$ cat config.mk
export PLATFORM = sky130hd
export DESIGN_NAME = user_code_mem
export DESIGN_NICKNAME = d
export VERILOG_FILES = /design/src/rtl/i281_pkg.sv /design/src/rtl/user_code_ram.sv /design/src/rtl/user_code_mem.sv
export SDC_FILE = /design/constraint.sdc
export NUM_CORES = 1
export LEC_CHECK = 0
export ABC_CLOCK_PERIOD_IN_PS = 7200
export CAP_MARGIN = 15
export CORE_MARGIN = 5
export CORE_UTILIZATION = 40
export CTS_CLUSTER_DIAMETER = 60
export CTS_CLUSTER_SIZE = 14
export DETAILED_ROUTE_END_ITERATION = 6
export PLACE_DENSITY = 0.55
export SLEW_MARGIN = 0
export SYNTH_ARGS = -nofsm -noshare
export SYNTH_HDL_FRONTEND = slang
export SYNTH_SLANG_ARGS = --single-unit
$ cat constraint.sdc
create_clock -name Clock -period 7.2 [get_ports Clock]
set_clock_uncertainty 0.15 [all_clocks]
set_input_delay 1.44 -clock Clock [delete_from_list [all_inputs] [get_ports Clock]]
set_output_delay 1.44 -clock Clock [all_outputs]
set_load 0.02 [all_outputs]
$ cat src/rtl/i281_pkg.sv
// Shared definitions for the i281 instruction-memory loader: state encoding,
// the NOP word and default geometry.
package i281_pkg;

  typedef enum logic [2:0] {
    CLEAR   = 3'd0,
    IDLE    = 3'd1,
    LOAD_HI = 3'd2,
    LOAD_LO = 3'd3,
    DONE    = 3'd4
  } state_t;

  localparam int WORD_W_DEF = 16;
  localparam int BYTE_W_DEF = 8;
  localparam int ADDR_W_DEF = 5;
  localparam int NOP_WORD   = 0;

endpackage

$ cat src/rtl/user_code_ram.sv
// DEPTH x WORD_W storage: one synchronous write port, one asynchronous read port.
// Contents are not reset; the owner clears them by writing.
module user_code_ram #(
  parameter int WORD_W = 16,
  parameter int ADDR_W = 5,
  parameter int DEPTH  = 32
) (
  input  logic              clk,
  input  logic              we,
  input  logic [ADDR_W-1:0] waddr,
  input  logic [WORD_W-1:0] wdata,
  input  logic [ADDR_W-1:0] raddr,
  output logic [WORD_W-1:0] rdata
);

  logic [WORD_W-1:0] mem [DEPTH];

  always_ff @(posedge clk) begin
    if (we) mem[waddr] <= wdata;
  end

  assign rdata = mem[raddr];

endmodule

$ cat src/rtl/user_code_mem.sv
// Loadable i281 instruction memory: clears itself after reset, then accepts a
// byte-streamed program (high byte first) while holding the CPU; fetch is a zero-latency read.
module user_code_mem
  import i281_pkg::*;
#(
  parameter int WORD_W = WORD_W_DEF,
  parameter int BYTE_W = BYTE_W_DEF,
  parameter int ADDR_W = ADDR_W_DEF,
  parameter int DEPTH  = 2**ADDR_W
) (
  input  logic              Clock,
  input  logic              Reset_n,
  input  logic [ADDR_W-1:0] PC_addr,
  output logic [WORD_W-1:0] Instr,
  output logic              Cpu_hold,
  input  logic              Load_start,
  input  logic              Load_end,
  input  logic [BYTE_W-1:0] Byte_in,
  input  logic              Byte_valid,
  output logic              Byte_ready,
  output logic              Load_done,
  output logic              Load_err,
  output logic [ADDR_W:0]   Word_count,
  output logic [BYTE_W-1:0] Load_sum
);

  state_t            state, state_nxt;
  logic [ADDR_W-1:0] clr_ptr, wr_ptr;
  logic [BYTE_W-1:0] hi_reg;
  logic              ram_we;
  logic [ADDR_W-1:0] ram_waddr;
  logic [WORD_W-1:0] ram_wdata, ram_rdata;
  logic              sess_clr, hi_take, lo_take, set_err;
  logic              word_last;

  assign word_last = (Word_count == (ADDR_W+1)'(DEPTH-1));

  always_ff @(posedge Clock or negedge Reset_n) begin
    if (!Reset_n) state <= CLEAR;
    else          state <= state_nxt;
  end

  always_comb begin
    state_nxt  = state;
    ram_we     = 1'b0;
    ram_waddr  = wr_ptr;
    ram_wdata  = {hi_reg, Byte_in};
    sess_clr   = 1'b0;
    hi_take    = 1'b0;
    lo_take    = 1'b0;
    set_err    = 1'b0;
    Byte_ready = 1'b0;
    Cpu_hold   = 1'b1;
    Load_done  = 1'b0;
    case (state)
      CLEAR: begin
        ram_we    = 1'b1;
        ram_waddr = clr_ptr;
        ram_wdata = '0;
        if (clr_ptr == ADDR_W'(DEPTH-1)) state_nxt = IDLE;
      end
      IDLE: begin
        Cpu_hold = 1'b0;
        if (Load_start) begin
          sess_clr  = 1'b1;
          state_nxt = LOAD_HI;
        end
      end
      LOAD_HI: begin
        Byte_ready = 1'b1;
        if (Load_start) begin
          sess_clr  = 1'b1;
          state_nxt = LOAD_HI;
        end else if (Load_end) begin
          state_nxt = DONE;
        end else if (Byte_valid) begin
          hi_take   = 1'b1;
          state_nxt = LOAD_LO;
        end
      end
      LOAD_LO: begin
        Byte_ready = 1'b1;
        // A restart discards the pending half word, even if its low byte arrives now.
        if (Load_start) begin
          sess_clr  = 1'b1;
          state_nxt = LOAD_HI;
        end else if (Byte_valid) begin
          lo_take   = 1'b1;
          ram_we    = 1'b1;
          state_nxt = (word_last || Load_end) ? DONE : LOAD_HI;
        end else if (Load_end) begin
          set_err   = 1'b1;
          state_nxt = DONE;
        end
      end
      DONE: begin
        Load_done = 1'b1;
        state_nxt = IDLE;
      end
      default: state_nxt = CLEAR;
    endcase
  end

  always_ff @(posedge Clock or negedge Reset_n) begin
    if (!Reset_n) begin
      clr_ptr    <= '0;
      wr_ptr     <= '0;
      hi_reg     <= '0;
      Word_count <= '0;
      Load_sum   <= '0;
      Load_err   <= 1'b0;
    end else begin
      if (state == CLEAR) clr_ptr <= clr_ptr + 1'b1;
      if (sess_clr) begin
        wr_ptr     <= '0;
        Word_count <= '0;
        Load_sum   <= '0;
        Load_err   <= 1'b0;
      end
      if (hi_take) begin
        hi_reg   <= Byte_in;
        Load_sum <= Load_sum + Byte_in;
      end
      if (lo_take) begin
        wr_ptr     <= wr_ptr + 1'b1;
        Word_count <= Word_count + 1'b1;
        Load_sum   <= Load_sum + Byte_in;
      end
      if (set_err) Load_err <= 1'b1;
    end
  end

  user_code_ram #(
    .WORD_W(WORD_W),
    .ADDR_W(ADDR_W),
    .DEPTH (DEPTH)
  ) u_ram (
    .clk  (Clock),
    .we   (ram_we),
    .waddr(ram_waddr),
    .wdata(ram_wdata),
    .raddr(PC_addr),
    .rdata(ram_rdata)
  );

  assign Instr = Cpu_hold ? WORD_W'(NOP_WORD) : ram_rdata;

endmodule
Word-level counts from Yosys, hierarchy flattened. Memories as Yosys holds them, arrays and structs flattened. Index checks and enable logic that the tools add are counted.

$add $sub $neg: 4. Multipliers: 0. Divide/modulo/power cells: 0. Magnitude comparators: 0. Eq/ne operators: 10. Shifts and indexed selects: 0. Mux-type cells: 40. Bitwise logic cells: 0. Reductions and logical operators: 8.

Operators with widths (number): 16-bit 2-to-1 mux (2); 3-bit 2-to-1 mux (9); 8-bit 2-to-1 mux (3); 1-bit 2-to-1 mux (19); 5-bit 2-to-1 mux (3); 3-bit case mux with 5 select lines (1); 6-bit 2-to-1 mux (2); 5-bit by 1-bit adder with 5-bit output, second input constant (2); 8-bit adder (1); 4-bit != test, second input constant (2); 6-bit by 1-bit adder with 6-bit output, second input constant (1); 3-bit by 2-bit equality test with 1-bit output, second input constant (2); 6-bit by 5-bit equality test with 1-bit output, second input constant (1); 5-bit equality test, second input constant (1); 2-bit != test, second input constant (2); 4-bit AND reduction (1); 2-bit nonzero test (2); 3-bit by 1-bit equality test with 1-bit output, second input constant (1); 3-bit equality test, second input constant (1); 3-bit zero test (1); 3-bit nonzero test (1); 3-bit OR reduction (1); 1-bit case mux with 2 select lines (1); 2-bit OR reduction (1); 1-bit logical OR (1).

Register bits after elaboration: 36. Latch bits: 0. Bits in writable memories: 512. ROM bits: 0. Output and inout port bits: 34. Word-level logic and storage cells: 70. Memories: 1.

Memory list: u_ram.mem (words 32, width 16, read ports 1, clocked after Yosys merged registers in 0, write ports 1, RTL line user_code_ram.sv:16) `logic [WORD_W-1:0] mem [DEPTH];`.

Depth between registers and ports, before layout. Gate-level depths: netlist of run 1.

Depth in word-level cells: 6. Gate-level depth with buffers: 8. Mapped depth without buffers: 7.

By module. Synthesis of run 1 repeated with hierarchy kept, for this count alone.

Cell total of the unflattened synthesis: 1346. Area, all modules: 22357.7 µm².

By module, submodules not included: user_code_ram (instances 1, cells each 1127, area an instance 20215.6 µm²); user_code_mem (instances 1, cells each 219, area an instance 2142.1 µm²).

Least setup slack after synthesis of run 1. Ideal clock, no wire load.

Path kind: in2out. From: input PC_addr[0]. To: output Instr[0]. Arrival: 3.030 ns. Data required time: 5.610 ns. Slack: 2.580 ns. Stages: 7. Buffers on the path: 4. Cells stage by stage: buf_6 -> buf_6 -> buf_6 -> nand2b_1 -> clkbuf_1 -> o221ai_1 -> a221oi_1.

Longest elaborated chain between the ends: 2.

RTL lines: start, declared (RTL line user_code_mem.sv:13) `input logic [ADDR_W-1:0] PC_addr,`; memory read 32 x 16 bit; 16-bit 2-to-1 mux (RTL line user_code_mem.sv:146) `assign Instr = Cpu_hold ? WORD_W'(NOP_WORD) : ram_rdata;`; end, declared (RTL line user_code_mem.sv:14) `output logic [WORD_W-1:0] Instr,`.

No other way between the ends.

Worst setup path after layout of run 1.
From: input PC_addr[3]. To: output Instr[0].

Same word-level chain as after synthesis.

==> results of run 1 <==
worst max-delay path, delay by kind of cell:
family,cells,cell delay (ns)
mux,1,0.34
buf+inv,4,1.87
compound gates,1,0.63
synthesized netlist by cell type (all sizes together), types with 16 or more instances:
cell	number	area share, %
buf	33	1.0
mux2i	20	0.92
a221oi	16	0.81
edfxtp	512	71
and2	18	0.52
dfrtp	36	4.1
nor2	46	0.79
nand2	38	0.65
clkbuf	21	0.36
o21ai	24	0.55
mux4	144	15
o221ai	16	0.64
inv	23	0.40
logic make-up (layout without fill, tap and decap cells):
family          Yosys count  after routing
compound gates           85             85
xor+xnor                  7              7
fa+ha+maj                12             12
buf+inv                  77            201
flops                   548            548
mux                     171            171
other cells               0              1
simple gates            148            148
layout make-up:
class	instances	area share [%]
inverters	23	0.347
clock inverters	9	0.493
well taps	696	3.50
multi-input cells	423	21.0
repair buffers	106	4.05
flip-flops and latches	548	65.4
diodes	1	0.0101
clock buffers	63	5.14
path summary, 6_finish.rpt:
path                                        endpoint  slack, ns                    start  depth (start not counted)
max                                         Instr[0]       1.32               PC_addr[3]                          6
min                          Load_sum[7]$_DFFE_PN0P_       0.34  Load_sum[7]$_DFFE_PN0P_                          1
max reg2reg                u_ram.mem[2][2]$_DFFE_PP_       3.73     state[2]$_DFFE_PN0P_                          5
min reg2reg                  Load_sum[7]$_DFFE_PN0P_       0.34  Load_sum[7]$_DFFE_PN0P_                          1
max in group asynchronous      hi_reg[5]$_DFFE_PN0P_       5.53                  Reset_n                          1
min in group asynchronous       Load_err$_DFFE_PN0P_       0.81                  Reset_n                          1
through the flow:
stage	power, mW	std cells	setup slack, ns	instance area (sq um)
4_1_cts	8.48	1866	1.29	24800
2_1_floorplan	5.27	1048	2.58	21800
3_3_place_gp	6.02	1794	1.21	23400
3_5_place_dp	6.05	1794	1.28	23400
5_1_grt	8.77	1868	1.20	24900
6_report	8.41	1869	1.32	24900
power by group through the flow:
stage / clock network (mW) / registers (mW) / logic [mW]
after floorplan: 0 / 4.37 / 0.899
final: 2.43 / 4.32 / 1.66
after global routing: 2.62 / 4.35 / 1.80
after global placement: 0 / 4.38 / 1.64
after detailed placement: 0 / 4.39 / 1.67
after CTS: 2.49 / 4.32 / 1.67
layer usage:
| metal | part of all wire (%) | wire length [microns] | vias to the layer above | track usage, % |
|---|---|---|---|---|
| met1 | 46 | 23300 | 5672 | 25.5 |
| met5 | 0 | 0 | - | 0 |
| met4 | 1.8 | 898 | 0 | 3.45 |
| met3 | 6.2 | 3160 | 63 | 3.72 |
| met2 | 46 | 23600 | 319 | 26.6 |
| li1 | - | - | 4530 | - |
==> results.py, run 1 <==
metrics = {
    "pwr": {
        "leakage_nw": 8.18,
        "internal-power_mw": 6.04,
        "swShare_pct": 28.2,
        "pwr-share-comb_pct": 19.8,
        "clockPowerShare_pct": 28.9,
        "power_density_nw_per_um2": 338,
        "power.net_switching_mw": 2.37,
        "ir_worst_vdd_mv": 0.184,
        "pwr-share-seq_pct": 51.3,
    },
    "clock_network": {
        "clkTransAtPathRegs_ns": 0.07,
        "cts_resized": 0,
        "clkSinkCount": 548,
        "cts_buffers": 47,
        "cts_tree": "yes",
        "postCtsSetupBuffers": 0,
        "cts-root-buf": "clkbuf_16",
        "cts_max_path_buffers": 3,
        "clock_latency_ns": 0.58,
        "cts_max_level": 2,
        "hold_buffers": 0,
    },
    "critical_path": {
        "worst_ep_required_time_ns": 5.61,
        "setup.worst_path.class": "input port to primary output",
        "endpoint_kind": "primary output",
        "crit_fanout": 18,
        "slowest_delay_ns": 0.73,
        "path_cells": "clkdlybuf4s50_1, buf_4, mux4_2, inv_1, a221oi_1, clkdlybuf4s50_1",
        "cp_slowest_cell": "clkdlybuf4s50_1",
        "path_common_cell": "clkdlybuf4s50_1",
        "critPathLaunchType": "input port",
        "arrival_ns": 4.29,
    },
    "timing": {
        "rsz0062_at_grt": "no",
        "drv_slew": 0,
        "finalHoldViolCount": 0,
        "setup_tns_ns": 0,
        "max_freq_mhz": 170,
        "fin_crit_sh_pct": 81.7,
        "setup_viol": 0,
        "fin_crit_ns": 5.88,
        "hold_ws_ns": 0.340,
        "worstMarginPinSlew_ns": 1.19,
        "relSlewSlack_pct": 20.4,
    },
    "grt": {
        "grt_max_degree": 59,
        "grt_pass1_vias": 10700,
        "grt-ovfl-total": 0,
        "grt_pass1_wl_microns": 75100,
        "antenna_found_initial": 1,
        "grt.total_usage_pct": 17.2,
    },
    "drt": {
        "drt_iter0_drc": 968,
        "wl_microns": 51000,
        "drt_first_pass_iters": 5,
        "vias": 10600,
        "drc": 0,
        "wl_per_cell_microns": 27.3,
        "vias_per_cell": 5.66,
        "antenna_left": 0,
    },
    "synthesis": {
        "yosysSeqAreaShare_pct": 74.7,
        "synth-compound-area-share_pct": 2.91,
        "yosys.area_share.simple_pct": 3.28,
        "syn_nets": 1078,
        "async_reset_ff_share_pct": 6.57,
        "synthCells": 1048,
        "muxShareOfSynthArea_pct": 16.4,
        "synthFlopType": "edfxtp_1",
        "synth_edf_count": 512,
        "synth_warnings": 0,
        "synthXorXnorAreaFrac_pct": 0.281,
        "synth_top_family_by_area": "multiplexers",
        "synth_adder_area_share_pct": 0.723,
        "ys_ff_latch": 548,
        "syn_area_sq_um": 21800,
        "ys_types": 51,
        "syn_area_per_cell_sq_um": 20.8,
    },
    "final_layout": {
        "layout_commonest_cell": "edfxtp_1",
        "drive_gt1_share_pct": 25.2,
        "largest_reg_flops": 512,
        "nFillCells": 4529,
        "area_delta_synth_final_pct": 14.1,
        "utilization_pct": 46.1,
        "num-nets-final": 1179,
        "mostFrequentLayoutCells": "512 x edfxtp_1, 131 x mux4_2, 50 x clkbuf_16",
        "regArea_sq_um": 16300,
        "multi_input_area_sq_um": 5230,
    },
    "placement": {
        "routabilityCongestion": 0.776,
        "detailed_place_hpwl_microns": 29700,
        "io_buffer_count": 51,
    },
    "hold_path": {
        "hp-class": "flop to flop",
    },
    "die": {
        "start_util_pct": 40.4,
        "die_height_microns": 243,
        "core-area_sq_um": 53900,
        "die_area_sq_um": 59300,
        "ios": 52,
        "rows": 85,
        "fp.dieW_microns": 243,
    },
    "outcome": {
        "status": "finished clean",
    },
    "job": {
        "drv_cap": 0,
    },
}
No activity file was read; power rests on OpenSTA's default activity.
==> run 2: changes to the inputs <==
--- a/config.mk
+++ b/config.mk
@@ -5,14 +5,14 @@
 export SDC_FILE = /design/constraint.sdc
 export NUM_CORES = 1
 export LEC_CHECK = 0
-export ABC_CLOCK_PERIOD_IN_PS = 7200
+export ABC_CLOCK_PERIOD_IN_PS = 5300
 export CAP_MARGIN = 15
 export CORE_MARGIN = 5
 export CORE_UTILIZATION = 40
 export CTS_CLUSTER_DIAMETER = 60
 export CTS_CLUSTER_SIZE = 14
 export DETAILED_ROUTE_END_ITERATION = 6
-export PLACE_DENSITY = 0.55
+export PLACE_DENSITY = 0.57
 export SLEW_MARGIN = 0
 export SYNTH_ARGS = -nofsm -noshare
 export SYNTH_HDL_FRONTEND = slang
==> constraint.sdc (replaced) <==
create_clock -name Clock -period 5.3 [get_ports Clock]
set_clock_uncertainty 0.15 [all_clocks]
set_input_delay 1.06 -clock Clock [delete_from_list [all_inputs] [get_ports Clock]]
set_output_delay 1.06 -clock Clock [all_outputs]
set_load 0.02 [all_outputs]
==> run 2 against run 1 <==
Net effect:
- via count is 0.52% higher
- critical path depth stayed put
- global-route usage is 0.35 points lower
- first-iteration DRC count is 5.6% lower
- total power is 34% higher
- sequential share of layout area is 0.28 points lower
- worst hold slack worse by 0.013 ns
- count of clock-buffer cells in the layout is 2 lower
- utilization is 0.20 points higher
- wire length is 1.5% lower
- critical path type unchanged
- critical endpoint is now Instr[2]
- largest cell class unchanged
- largest power group unchanged
==> results.py, run 2 (synthesized netlist as in run 1, its figures left out) <==
metrics = {
    "clock_network": {
        "cts_max_path_buffers": 3,
        "clkTransAtPathRegs_ns": 0.07,
        "cts_tree": "yes",
        "cts_buffers": 45,
        "cts-root-buf": "clkbuf_16",
        "cts_resized": 0,
        "clkSinkCount": 548,
        "clock_latency_ns": 0.58,
        "cts_max_level": 2,
        "postCtsSetupBuffers": 0,
        "hold_buffers": 0,
    },
    "final_layout": {
        "num-nets-final": 1201,
        "drive_gt1_share_pct": 25.5,
        "layout_commonest_cell": "edfxtp_1",
        "nFillCells": 4457,
        "instances_no_fill": 1885,
        "largest_reg_flops": 512,
        "mostFrequentLayoutCells": "512 x edfxtp_1, 131 x mux4_2, 66 x buf_4",
        "num_antenna_cells": 0,
        "area_delta_synth_final_pct": 14.6,
        "final_area_sq_um": 25000,
    },
    "critical_path": {
        "critPathLaunchType": "input port",
        "path_buf_inv": 2,
        "r2r-end": "u_ram.mem[3][15]$_DFFE_PP_",
        "worst_ep_required_time_ns": 4.09,
        "rrSetupSlack_ns": 1.81,
        "rr_worst_depth": 5,
        "cp_slowest_cell": "clkdlybuf4s50_1",
        "crit_path_start": "PC_addr[3]",
        "endpoint_kind": "primary output",
        "path_cells": "clkdlybuf4s50_1, nor2b_1, nand2_1, o221ai_1, a221oi_1, clkdlybuf4s50_1",
        "crit_family": "buffers and inverters",
        "crit_fanout": 11,
        "slowest_delay_ns": 0.72,
        "setup.worst_path.class": "input port to primary output",
        "path_common_cell": "clkdlybuf4s50_1",
        "arrival_ns": 3.74,
        "r2r-start": "state[2]$_DFFE_PN0P_",
    },
    "placement": {
        "placed_area_sq_um": 23600,
        "detailed_place_hpwl_microns": 29800,
        "io_buffer_count": 51,
        "place_ws_ns": 0.287,
        "dp_cells": 1815,
        "routabilityCongestion": 0.773,
    },
    "timing": {
        "worstMarginPinSlew_ns": 1.31,
        "fin_crit_ns": 4.95,
        "setup_viol": 0,
        "setup_tns_ns": 0,
        "hold_ws_ns": 0.328,
        "fin_crit_sh_pct": 93.4,
        "relSlewSlack_pct": 13.0,
        "max_freq_mhz": 202,
        "fin_ws_ns": 0.350,
        "rsz0062_at_grt": "no",
        "finalHoldViolCount": 0,
        "drv_slew": 0,
    },
    "drt": {
        "vias": 10600,
        "wl_per_cell_microns": 26.7,
        "drt_first_pass_iters": 4,
        "wl_microns": 50300,
        "vias_per_cell": 5.64,
        "drc": 0,
        "drt_iter0_drc": 914,
        "antenna_left": 0,
    },
    "job": {
        "drv_cap": 0,
    },
    "die": {
        "start_util_pct": 40.4,
        "core-area_sq_um": 53900,
        "fp.dieW_microns": 243,
        "rows": 85,
        "ios": 52,
        "die_area_sq_um": 59300,
        "die_height_microns": 243,
    },
    "pwr": {
        "leakage_nw": 8.26,
        "ir_worst_vdd_mv": 0.240,
        "power_density_nw_per_um2": 450,
    },
    "hold_path": {
        "hp-class": "flop to flop",
        "worstHoldEndpoint": "hi_reg[7]$_DFFE_PN0P_",
        "hold_depth": 2,
        "hold_path.startpoint": "hi_reg[7]$_DFFE_PN0P_",
    },
    "grt": {
        "grt.total_usage_pct": 16.8,
        "grt_pass1_wl_microns": 73700,
        "antenna_found_initial": 0,
        "grt_max_degree": 50,
        "grt_pass1_vias": 10800,
        "grt-ovfl-total": 0,
    },
    "outcome": {
        "status": "finished clean",
    },
}
## run 2: cell count changes in the layout (fill, tap and decap cells not counted), moves of 2 or more
| cell | change |
|---|---|
| buf_12 | +3 |
| buf_4 | +17 |
| buf_8 | +2 |
| clkbuf_16 | -2 |
| clkinv_2 | -2 |
| inv_6 | -2 |
| nor2_1 | +8 |
| nor2_2 | -7 |
## run 2: final cells by class
| class | instances | area (sq um) | share of cell area [%] |
|---|---|---|---|
| flip-flops and latches | 548 | 16300 | 65.2 |
| clock inverters | 4 | 58.8 | 0.235 |
| well taps | 696 | 871 | 3.49 |
| repair buffers | 130 | 1280 | 5.11 |
| clock buffers | 61 | 1210 | 4.83 |
| multi-input cells | 423 | 5200 | 20.8 |
| inverters | 23 | 86.3 | 0.346 |
## run 2: worst max-delay path by stage
stage / slack (ns) / end / depth (start not counted)
after CTS: 0.28 / Instr[2] / 7
after global placement: 0.29 / Instr[2] / 7
after floorplan: 1.44 / Instr[0] / 7
after detailed placement: 0.29 / Instr[2] / 7
after global routing: 0.16 / Instr[2] / 7
final: 0.35 / Instr[2] / 6
## run 2: per-layer routing
| metal | GRT usage [%] | vias to the layer above | part of all wire [%] |
|---|---|---|---|
| li1 | - | 4577 | - |
| met1 | 25.4 | 5734 | 46 |
| met2 | 26.1 | 277 | 47 |
| met3 | 3.13 | 51 | 5.2 |
| met4 | 3.17 | 0 | 1.5 |
| met5 | 0 | - | 0 |
## run 2: tightest hold or removal path, stage by stage (launching register included)
cell and delay, ns:
dfrtp_1 0.34, nand2_1 0.04, o21ai_0 0.06
## run 2: report_power, final
| group | internal (mW) | switching [mW] | leakage [nW] |
|---|---|---|---|
| clock network | 1.63 | 1.45 | 0.611 |
| logic | 0.770 | 1.54 | 2.45 |
| registers | 5.69 | 0.165 | 5.20 |
## run 2: through the flow
| stage | power [mW] | util, % |
|---|---|---|
| after floorplan | 7.16 | - |
| after global placement | 8.16 | 43.7 |
| after detailed placement | 8.23 | 43.8 |
| after CTS | 11.3 | 46.1 |
| after global routing | 11.7 | 46.3 |
| final | 11.2 | 46.3 |
